$ cat config.mk
export PLATFORM = sky130hd
export DESIGN_NAME = uart_tx_fifo
export DESIGN_NICKNAME = d
export VERILOG_FILES = /design/src/rtl/uart_pkg.sv /design/src/rtl/sync_fifo.sv /design/src/rtl/uart_tx_fifo.sv
export SDC_FILE = /design/constraint.sdc
export NUM_CORES = 1
export LEC_CHECK = 0
export BUFFER_PORTS_ARGS = -buffer_cell sky130_fd_sc_hd__buf_2
export CORE_ASPECT_RATIO = 0.8
export CORE_MARGIN = 2
export CORE_UTILIZATION = 55
export CTS_BUF_LIST = sky130_fd_sc_hd__clkbuf_16
export DETAILED_ROUTE_END_ITERATION = 7
export HOLD_SLACK_MARGIN = 0.12
export PLACE_DENSITY = 0.76
export SLEW_MARGIN = 20
export SYNTH_ARGS = -nofsm -noshare
export SYNTH_HDL_FRONTEND = slang
export SYNTH_SLANG_ARGS = --single-unit
$ cat constraint.sdc
create_clock -name clk -period 7.05 [get_ports clk]
set_input_delay 0.3525 -clock clk [delete_from_list [all_inputs] [get_ports clk]]
set_output_delay 0.3525 -clock clk [all_outputs]
set_load 0.01 [all_outputs]
$ cat src/rtl/uart_pkg.sv
// uart_pkg: parity encodings and transmitter state type shared by the UART transmitter
package uart_pkg;
  localparam logic [1:0] PAR_NONE = 2'd0;
  localparam logic [1:0] PAR_EVEN = 2'd1;
  localparam logic [1:0] PAR_ODD  = 2'd2;
  typedef enum logic [2:0] {IDLE, START, DATA, PARITY, STOP} tx_state_t;
endpackage

$ cat src/rtl/sync_fifo.sv
// sync_fifo: single-clock FIFO with occupancy count; full/empty guard push/pop
module sync_fifo #(
  parameter int W = 8,
  parameter int DEPTH = 4,
  localparam int LW = $clog2(DEPTH) + 1
) (
  input  logic          clk,
  input  logic          rst_n,
  input  logic          push,
  input  logic          pop,
  input  logic [W-1:0]  push_data,
  output logic          full,
  output logic          empty,
  output logic [LW-1:0] level,
  output logic [W-1:0]  head
);
  localparam int AW = $clog2(DEPTH);
  logic [W-1:0] mem [DEPTH];
  logic [AW-1:0] wr_ptr, rd_ptr;
  logic push_ok, pop_ok;
  assign push_ok = push && !full;
  assign pop_ok = pop && !empty;
  assign full = level == LW'(DEPTH);
  assign empty = level == '0;
  assign head = mem[rd_ptr];
  always_ff @(posedge clk)
    if (push_ok) mem[wr_ptr] <= push_data;
  always_ff @(posedge clk or negedge rst_n)
    if (!rst_n) begin
      wr_ptr <= '0;
      rd_ptr <= '0;
      level <= '0;
    end else begin
      wr_ptr <= wr_ptr + AW'(push_ok);
      rd_ptr <= rd_ptr + AW'(pop_ok);
      level <= level + LW'(push_ok) - LW'(pop_ok);
    end
endmodule

$ cat src/rtl/uart_tx_fifo.sv
// uart_tx_fifo: buffered UART transmitter with run-time divisor, parity and stop-bit framing
module uart_tx_fifo
  import uart_pkg::*;
#(
  parameter int DATA_W = 8,
  parameter int FIFO_DEPTH = 4,
  parameter int DIV_W = 16
) (
  input  logic                          clk,
  input  logic                          rst_n,
  input  logic [DATA_W-1:0]             wr_data,
  input  logic                          wr_valid,
  output logic                          wr_ready,
  input  logic [DIV_W-1:0]              divisor,
  input  logic [1:0]                    parity_mode,
  input  logic                          two_stop,
  output logic                          txd,
  output logic                          busy,
  output logic [$clog2(FIFO_DEPTH):0]   fifo_level
);
  localparam int BW = $clog2(DATA_W + 1);
  tx_state_t state, state_next;
  logic [DIV_W-1:0] div_l, cnt;
  logic [BW-1:0] bit_cnt;
  logic [DATA_W-1:0] sh, sh_next, head;
  logic [1:0] par_l;
  logic two_l, par_bit, txd_next, pop, empty, full, bit_end, last_bit;

  sync_fifo #(.W(DATA_W), .DEPTH(FIFO_DEPTH)) u_fifo (
    .clk, .rst_n,
    .push(wr_valid && wr_ready),
    .pop,
    .push_data(wr_data),
    .full, .empty,
    .level(fifo_level),
    .head
  );

  assign wr_ready = !full;
  assign busy = state != IDLE;
  assign bit_end = state != IDLE && cnt == div_l - DIV_W'(1);
  assign last_bit = state == DATA ? bit_cnt == BW'(DATA_W - 1) : bit_cnt == BW'(two_l);
  // Popping at the end of the last stop bit chains frames with no idle gap
  assign pop = !empty && (state == IDLE || (state == STOP && bit_end && last_bit));

  always_ff @(posedge clk or negedge rst_n)
    if (!rst_n) begin
      state <= IDLE;
      txd <= 1'b1;
      sh <= '0;
      cnt <= '0;
      bit_cnt <= '0;
      div_l <= DIV_W'(1);
      par_l <= PAR_NONE;
      two_l <= 1'b0;
      par_bit <= 1'b0;
    end else begin
      state <= state_next;
      txd <= txd_next;
      sh <= sh_next;
      cnt <= (pop || bit_end || state == IDLE) ? '0 : cnt + DIV_W'(1);
      bit_cnt <= state_next != state ? '0 : bit_end ? bit_cnt + BW'(1) : bit_cnt;
      if (pop) begin
        div_l <= divisor == '0 ? DIV_W'(1) : divisor;
        par_l <= parity_mode;
        two_l <= two_stop;
        par_bit <= ^head ^ (parity_mode == PAR_ODD);
      end
    end

  always_comb begin
    state_next = state;
    unique case (state)
      IDLE:    state_next = empty ? IDLE : START;
      START:   state_next = bit_end ? DATA : START;
      DATA:    state_next = !(bit_end && last_bit) ? DATA :
                            (par_l == PAR_EVEN || par_l == PAR_ODD) ? PARITY : STOP;
      PARITY:  state_next = bit_end ? STOP : PARITY;
      STOP:    state_next = !(bit_end && last_bit) ? STOP : empty ? IDLE : START;
      default: state_next = IDLE;
    endcase
  end

  // txd is computed from the state being entered so the registered line lines up with it
  always_comb begin
    sh_next = pop ? head : (state == DATA && bit_end) ? sh >> 1 : sh;
    txd_next = state_next == START  ? 1'b0 :
               state_next == DATA   ? sh_next[0] :
               state_next == PARITY ? par_bit : 1'b1;
  end
endmodule

* Yosys cells after proc, flatten, opt, wreduce, memory -nomap -nowiden
Memories as Yosys holds them, arrays and structs flattened.
Cells that the tools add are included.
** Word-level totals
- Flip-flop bits (word level) :: 59
- Bits in writable memories :: 32
- Bits of input ports :: 30
- Output and inout port bits :: 6
- Word-level logic and storage cells :: 78
- Memories kept :: 1
** Memory list
- u_fifo.mem :: words 4, width 8, rd ports 1, clocked after memory_dff 0, write ports 1, line sync_fifo.sv:18 : logic [W-1:0] mem [DEPTH];
** Operators by class
- Add/sub/neg operators :: 7
- Equal/unequal tests :: 15
- Muxes and demuxes :: 19
- Bitwise gates (word level) :: 1
- Reductions and logical operators :: 22
** Operators by type and width (number)
- 2-to-1 mux 16 bit :: 2
- adder 16 x 1 -> 16 bit (second input constant) :: 1
- == test 16 bit :: 1
- logical NOT 16 bit :: 1
- 2-to-1 mux 8 bit :: 2
- subtractor 16 x 1 -> 16 bit (second input constant) :: 1
- case mux 3 bit (5 select lines) :: 1
- == test 3 x 2 -> 1 bit (second input constant) :: 4
- 2-to-1 mux 3 bit :: 4
- logical AND 1 bit :: 9
- 2-to-1 mux 4 bit :: 2
- XOR reduction 8 bit :: 1
- 2-to-1 mux 1 bit :: 7
- == test 3 x 1 -> 1 bit (second input constant) :: 2
- == test 3 bit (second input constant) :: 2
- logical NOT 3 bit :: 2
- adder 2 x 1 -> 2 bit :: 2
- adder 4 x 1 -> 4 bit (second input constant) :: 1
- == test 2 bit (second input constant) :: 2
- == test 4 x 1 -> 1 bit :: 1
- == test 4 x 3 -> 1 bit (second input constant) :: 1
- logical OR 1 bit :: 4
- nonzero test 2 bit :: 2
- adder 3 x 1 -> 3 bit :: 1
- 7 further kinds :: 8

* Depth between registers and ports, before layout
- Word-level depth :: 10
- Gate-level depth with buffers :: 19
- Mapped depth without buffers :: 16

* Cells and area by module
Synthesis repeated with hierarchy kept, for this count alone.
** Second synthesis, totals
- Cell total of the unflattened synthesis :: 405
- Area total of the unflattened synthesis :: 4714.5 µm²
** By module, submodules not included
- uart_tx_fifo :: instances 1, cells an instance 332, area an instance 3169.3 µm², sequential area each 1303.8 µm²
- sync_fifo :: instances 1, cells an instance 73, area an instance 1545.2 µm², sequential area each 1136.1 µm²

* Worst setup path before layout
No wires, ideal clock.
- Path kind :: register to register
- Start :: reg div_l[7]
- End :: reg u_fifo.level[2]
- Setup time :: 0.126 ns
- Arrival :: 4.141 ns
- Data required time :: 6.924 ns
- Slack :: 2.782 ns
- Cell stages (with the launch flop) :: 17
- Path buffers :: 2
- Period minus slack after synthesis :: 4.268 ns
- Cell sequence :: dfrtp_1 or4_4 or3_1 or3_1 a221o_1 or4_4 o31ai_2 nand2_1 inv_2 buf_4 buf_4 ha_1 inv_1 ha_1 fa_1 xor2_1 xnor2_1
** On the way
- Longest elaborated chain between the ends :: 9
** RTL lines
- start, declared :: line uart_tx_fifo.sv:23 : logic [DIV_W-1:0] div_l, cnt;
- start signal, assigned :: line uart_tx_fifo.sv:64 : div_l <= divisor == '0 ? DIV_W'(1) : divisor;
- subtractor 16 x 1 -> 16 bit :: line uart_tx_fifo.sv:41 : assign bit_end = state != IDLE && cnt == div_l - DIV_W'(1);
- == test 16 bit :: line uart_tx_fifo.sv:41
- logical AND 1 bit :: line uart_tx_fifo.sv:41
- logical AND 1 bit (2 in series) :: line uart_tx_fifo.sv:44 : assign pop = !empty && (state == IDLE || (state == STOP && bit_end && last_bit));
- logical OR 1 bit :: line uart_tx_fifo.sv:44
- logical AND 1 bit :: line uart_tx_fifo.sv:44
- logical AND 1 bit :: line sync_fifo.sv:22 : assign pop_ok = pop && !empty;
- subtractor 3 x 1 -> 3 bit :: line sync_fifo.sv:36 : level <= level + LW'(push_ok) - LW'(pop_ok);
- end signal, assigned :: line sync_fifo.sv:36
- end, declared :: line sync_fifo.sv:14 : output logic [LW-1:0] level,
No other way between the ends.
A chain may end at the register's enable or synchronous reset.

* Worst setup path after layout
Same ends and word-level chain as after synthesis.

==> flow_metrics.env <==
export IMPL_status="finished, final reports clean"
export IMPL_timing_fmax_mhz=192
export IMPL_swShare=0.288
export IMPL_total_power_w=0.00138
export IMPL_endpoint_kind="flip-flop"
export IMPL_power_density_nw_per_um2=273
export IMPL_synth_edf_count=32
export IMPL_synth_warnings=0
export IMPL_critPathLaunchType="flip-flop"
export IMPL_ys_types=60
export IMPL_layout_nets=479
export IMPL_drc_errors=0
export IMPL_ir_drop_mv=0.206
export IMPL_grt_util_met2=0.336
export IMPL_p_clk_frac=0.341
export IMPL_syn_to_final_growth_pct=12.2
export IMPL_synth_cells=405
export IMPL_leakage_nw=2.13
export IMPL_min_period_ns=5.22
export IMPL_maxCapViolCount=0
export IMPL_grt_overflow=0
export IMPL_drt_total_wl_mm=8.96
export IMPL_ff_latch_area_um2=2440
export IMPL_clock_sinks=91
export IMPL_tightest_slew_ns=0.744
export IMPL_cp_max_fo=31
export IMPL_drtIter0Drc=128
export IMPL_pin_count=36
export IMPL_portBuffers=35
export IMPL_antenna_cells=0
export IMPL_drive_gt1_frac=0.193
export IMPL_relSlewSlack=0.500
export IMPL_hp_class="in -> async"
export IMPL_worstPathArrival_ns=5.45
export IMPL_place_inst=538
export IMPL_p_seq_frac=0.495
export IMPL_dieArea_um2=8930
export IMPL_fin_tns_setup_ns=0
export IMPL_hold_viol_final=0
export IMPL_r2r_start="div_l[7]"
export IMPL_htreeDepth=3
export IMPL_grt_pass1_vias=2994
export IMPL_clk_latency_ns=0.34
export IMPL_finalCritPeriodShare=0.740
export IMPL_grt_max_degree=60
export IMPL_intPower_w=0.000981
export IMPL_initial_core_util=0.566
export IMPL_dr_pass1_iters=4
export IMPL_root_buffer="clkbuf_16"
export IMPL_finalMaxSlewViolations=0
export IMPL_syn_nets=443
export IMPL_num_rows=29
export IMPL_ys_async_sr_fraction=0.648
export IMPL_route_antenna_remaining_nets=0
export IMPL_p_sw_w=0.000397
export IMPL_ys_flop_type="dfrtp_1"
export IMPL_top_usage_layer="met2"
export IMPL_cp_data_required_time_ns=7.28
export IMPL_multiInputGateArea_um2=1930
export IMPL_cts_hold_buffers_added=0
export IMPL_finalClockSkew_ns=0.00469
export IMPL_clk_pin_slew_ns=0.07
export IMPL_vias_per_cell=5.49
export IMPL_grt_util_met3=0.0438
export IMPL_num_vias=3041
export IMPL_startpoint="div_l[7]"
export IMPL_track_usage=0.218
export IMPL_antenna_found_initial=0
export IMPL_clock_path_buffers=2
export IMPL_grt_pass1_wl_mm=15.2
export IMPL_cts_setup_buffers=0
export IMPL_cts_buffers_inserted=9
export IMPL_dieHeight_um=84.9
export IMPL_die_x_um=105
export IMPL_worst_setup_path_type="reg -> reg"
export IMPL_core_area_um2=7950
export IMPL_synth_seq_area_share=0.542
export IMPL_synth_area_um2=4500
export IMPL_place_congestion=0.936
export IMPL_synth_seq_cells=91
export IMPL_setup_viol=0
export IMPL_wire_per_inst_um=16.2
export IMPL_fillers=619
export IMPL_met1_usage=0.315
export IMPL_combPwrFrac=0.163
export IMPL_cts_tree="yes"
export IMPL_rsz0062_at_grt="false"
export IMPL_dp_hpwl_mm=6.34
export IMPL_postSynthAreaPerCell_um2=11.1
export IMPL_postCtsResizedCells=0
export IMPL_final_cells=554
## cell type report
cell class | instances | share of cell area
clock buffer | 9 | 0.0446
timing repair buffer | 38 | 0.0392
multi-input combinational | 288 | 0.383
inverter | 13 | 0.00967
clock inverter | 7 | 0.0134
tap | 108 | 0.0268
sequential | 91 | 0.483
## placed cells by master (no fill, tap or decap), types with 3 or more instances in the layout
| cell | n |
|---|---|
| buf_4 | 3 |
| and3_1 | 8 |
| a21oi_1 | 4 |
| mux4_2 | 8 |
| dfrtp_1 | 57 |
| inv_8 | 3 |
| nor3b_1 | 3 |
| nor3_1 | 8 |
| clkbuf_16 | 9 |
| edfxtp_1 | 32 |
| xnor2_1 | 24 |
| ha_1 | 7 |
| nor2b_1 | 4 |
| nor4_1 | 4 |
| o21ai_0 | 14 |
| xor2_1 | 24 |
| and3_2 | 3 |
| a221o_1 | 4 |
| buf_2 | 35 |
| a2111oi_0 | 3 |
| nand3_1 | 12 |
| mux2i_1 | 5 |
| or2_2 | 4 |
| inv_1 | 12 |
| nand2_1 | 71 |
| nor2_1 | 38 |
## routing by layer
metal	up-vias	part of all wire
li1	1490	-
met1	1491	0.49
met2	50	0.47
met3	10	0.031
met4	0	0.013
met5	-	0
## worst max-delay path, stage by stage (launching register included)
cell and delay (ns):
dfrtp_1 0.45, or4_4 0.59, or3_1 0.34, or3_1 0.38
a221o_1 0.33, or4_4 0.46, o31ai_2 0.31, nand2_1 0.52
inv_2 0.61, ha_1 0.20, inv_1 0.04, ha_1 0.20
fa_1 0.38, xor2_1 0.17, xnor2_1 0.13
## kinds of logic after synthesis
kind of cell / synth area share
compound gates: 0.0751
xor+xnor: 0.0934
fa+ha+maj: 0.0239
buf+inv: 0.0281
flops: 0.542
mux: 0.0567
simple gates: 0.181
## Yosys cell counts (5+ instances only)
library cell	n	area, um2
mux4_2	8	180
mux2i_1	5	50.1
dfrtp_1	57	1430
inv_1	12	45.0
ha_1	7	87.6
and3_1	8	50.1
xnor2_1	24	210
clkbuf_1	6	22.5
xor2_1	24	210
o21ai_0	14	70.1
nor2_1	38	143
nor3_1	8	40.0
edfxtp_1	32	961
nand2_1	71	267
nand3_1	12	60.1
## sequential cells by signal, indices dropped and copies added (netlist names), 3 cells and up
register / cells
bit_cnt: 4
cnt: 16
div_l: 16
sh: 8
state: 3
u_fifo.level: 3
u_fifo.mem: 32
## through the flow
stage	area, um2	util	hold slack (ns)	worst slack (ns)
2_1_floorplan	4500	-	0.0569	2.78
3_3_place_gp	4760	0.598	0.481	2.04
3_5_place_dp	4760	0.598	0.489	1.88
4_1_cts	5050	0.635	0.187	1.87
5_1_grt	5050	0.635	0.220	1.49
6_report	5050	0.635	0.155	1.83
## power groups by stage
stage               combinational, W  sequential (W)  clock, W
floorplan                   0.000153        0.000681         0
global placement            0.000216        0.000687         0
detailed placement          0.000227        0.000692         0
CTS                         0.000229        0.000682  0.000480
global route                0.000249        0.000692  0.000498
finish                      0.000225        0.000682  0.000470
## final timing paths
| path | endpoint | slack [ns] | cells past startpoint |
|---|---|---|---|
| setup reg to reg | u_fifo.level[2] | 1.83 | 14 |
| hold / removal | bit_cnt[1] | 0.16 | 2 |
| min in group clk | div_l[3] | 0.22 | 3 |
| max in group asynchronous | cnt[13] | 6.39 | 2 |
| hold reg to reg | par_l[1] | 0.50 | 2 |
| setup / recovery | u_fifo.level[2] | 1.83 | 14 |
No activity file was read; power rests on OpenSTA's default activity.
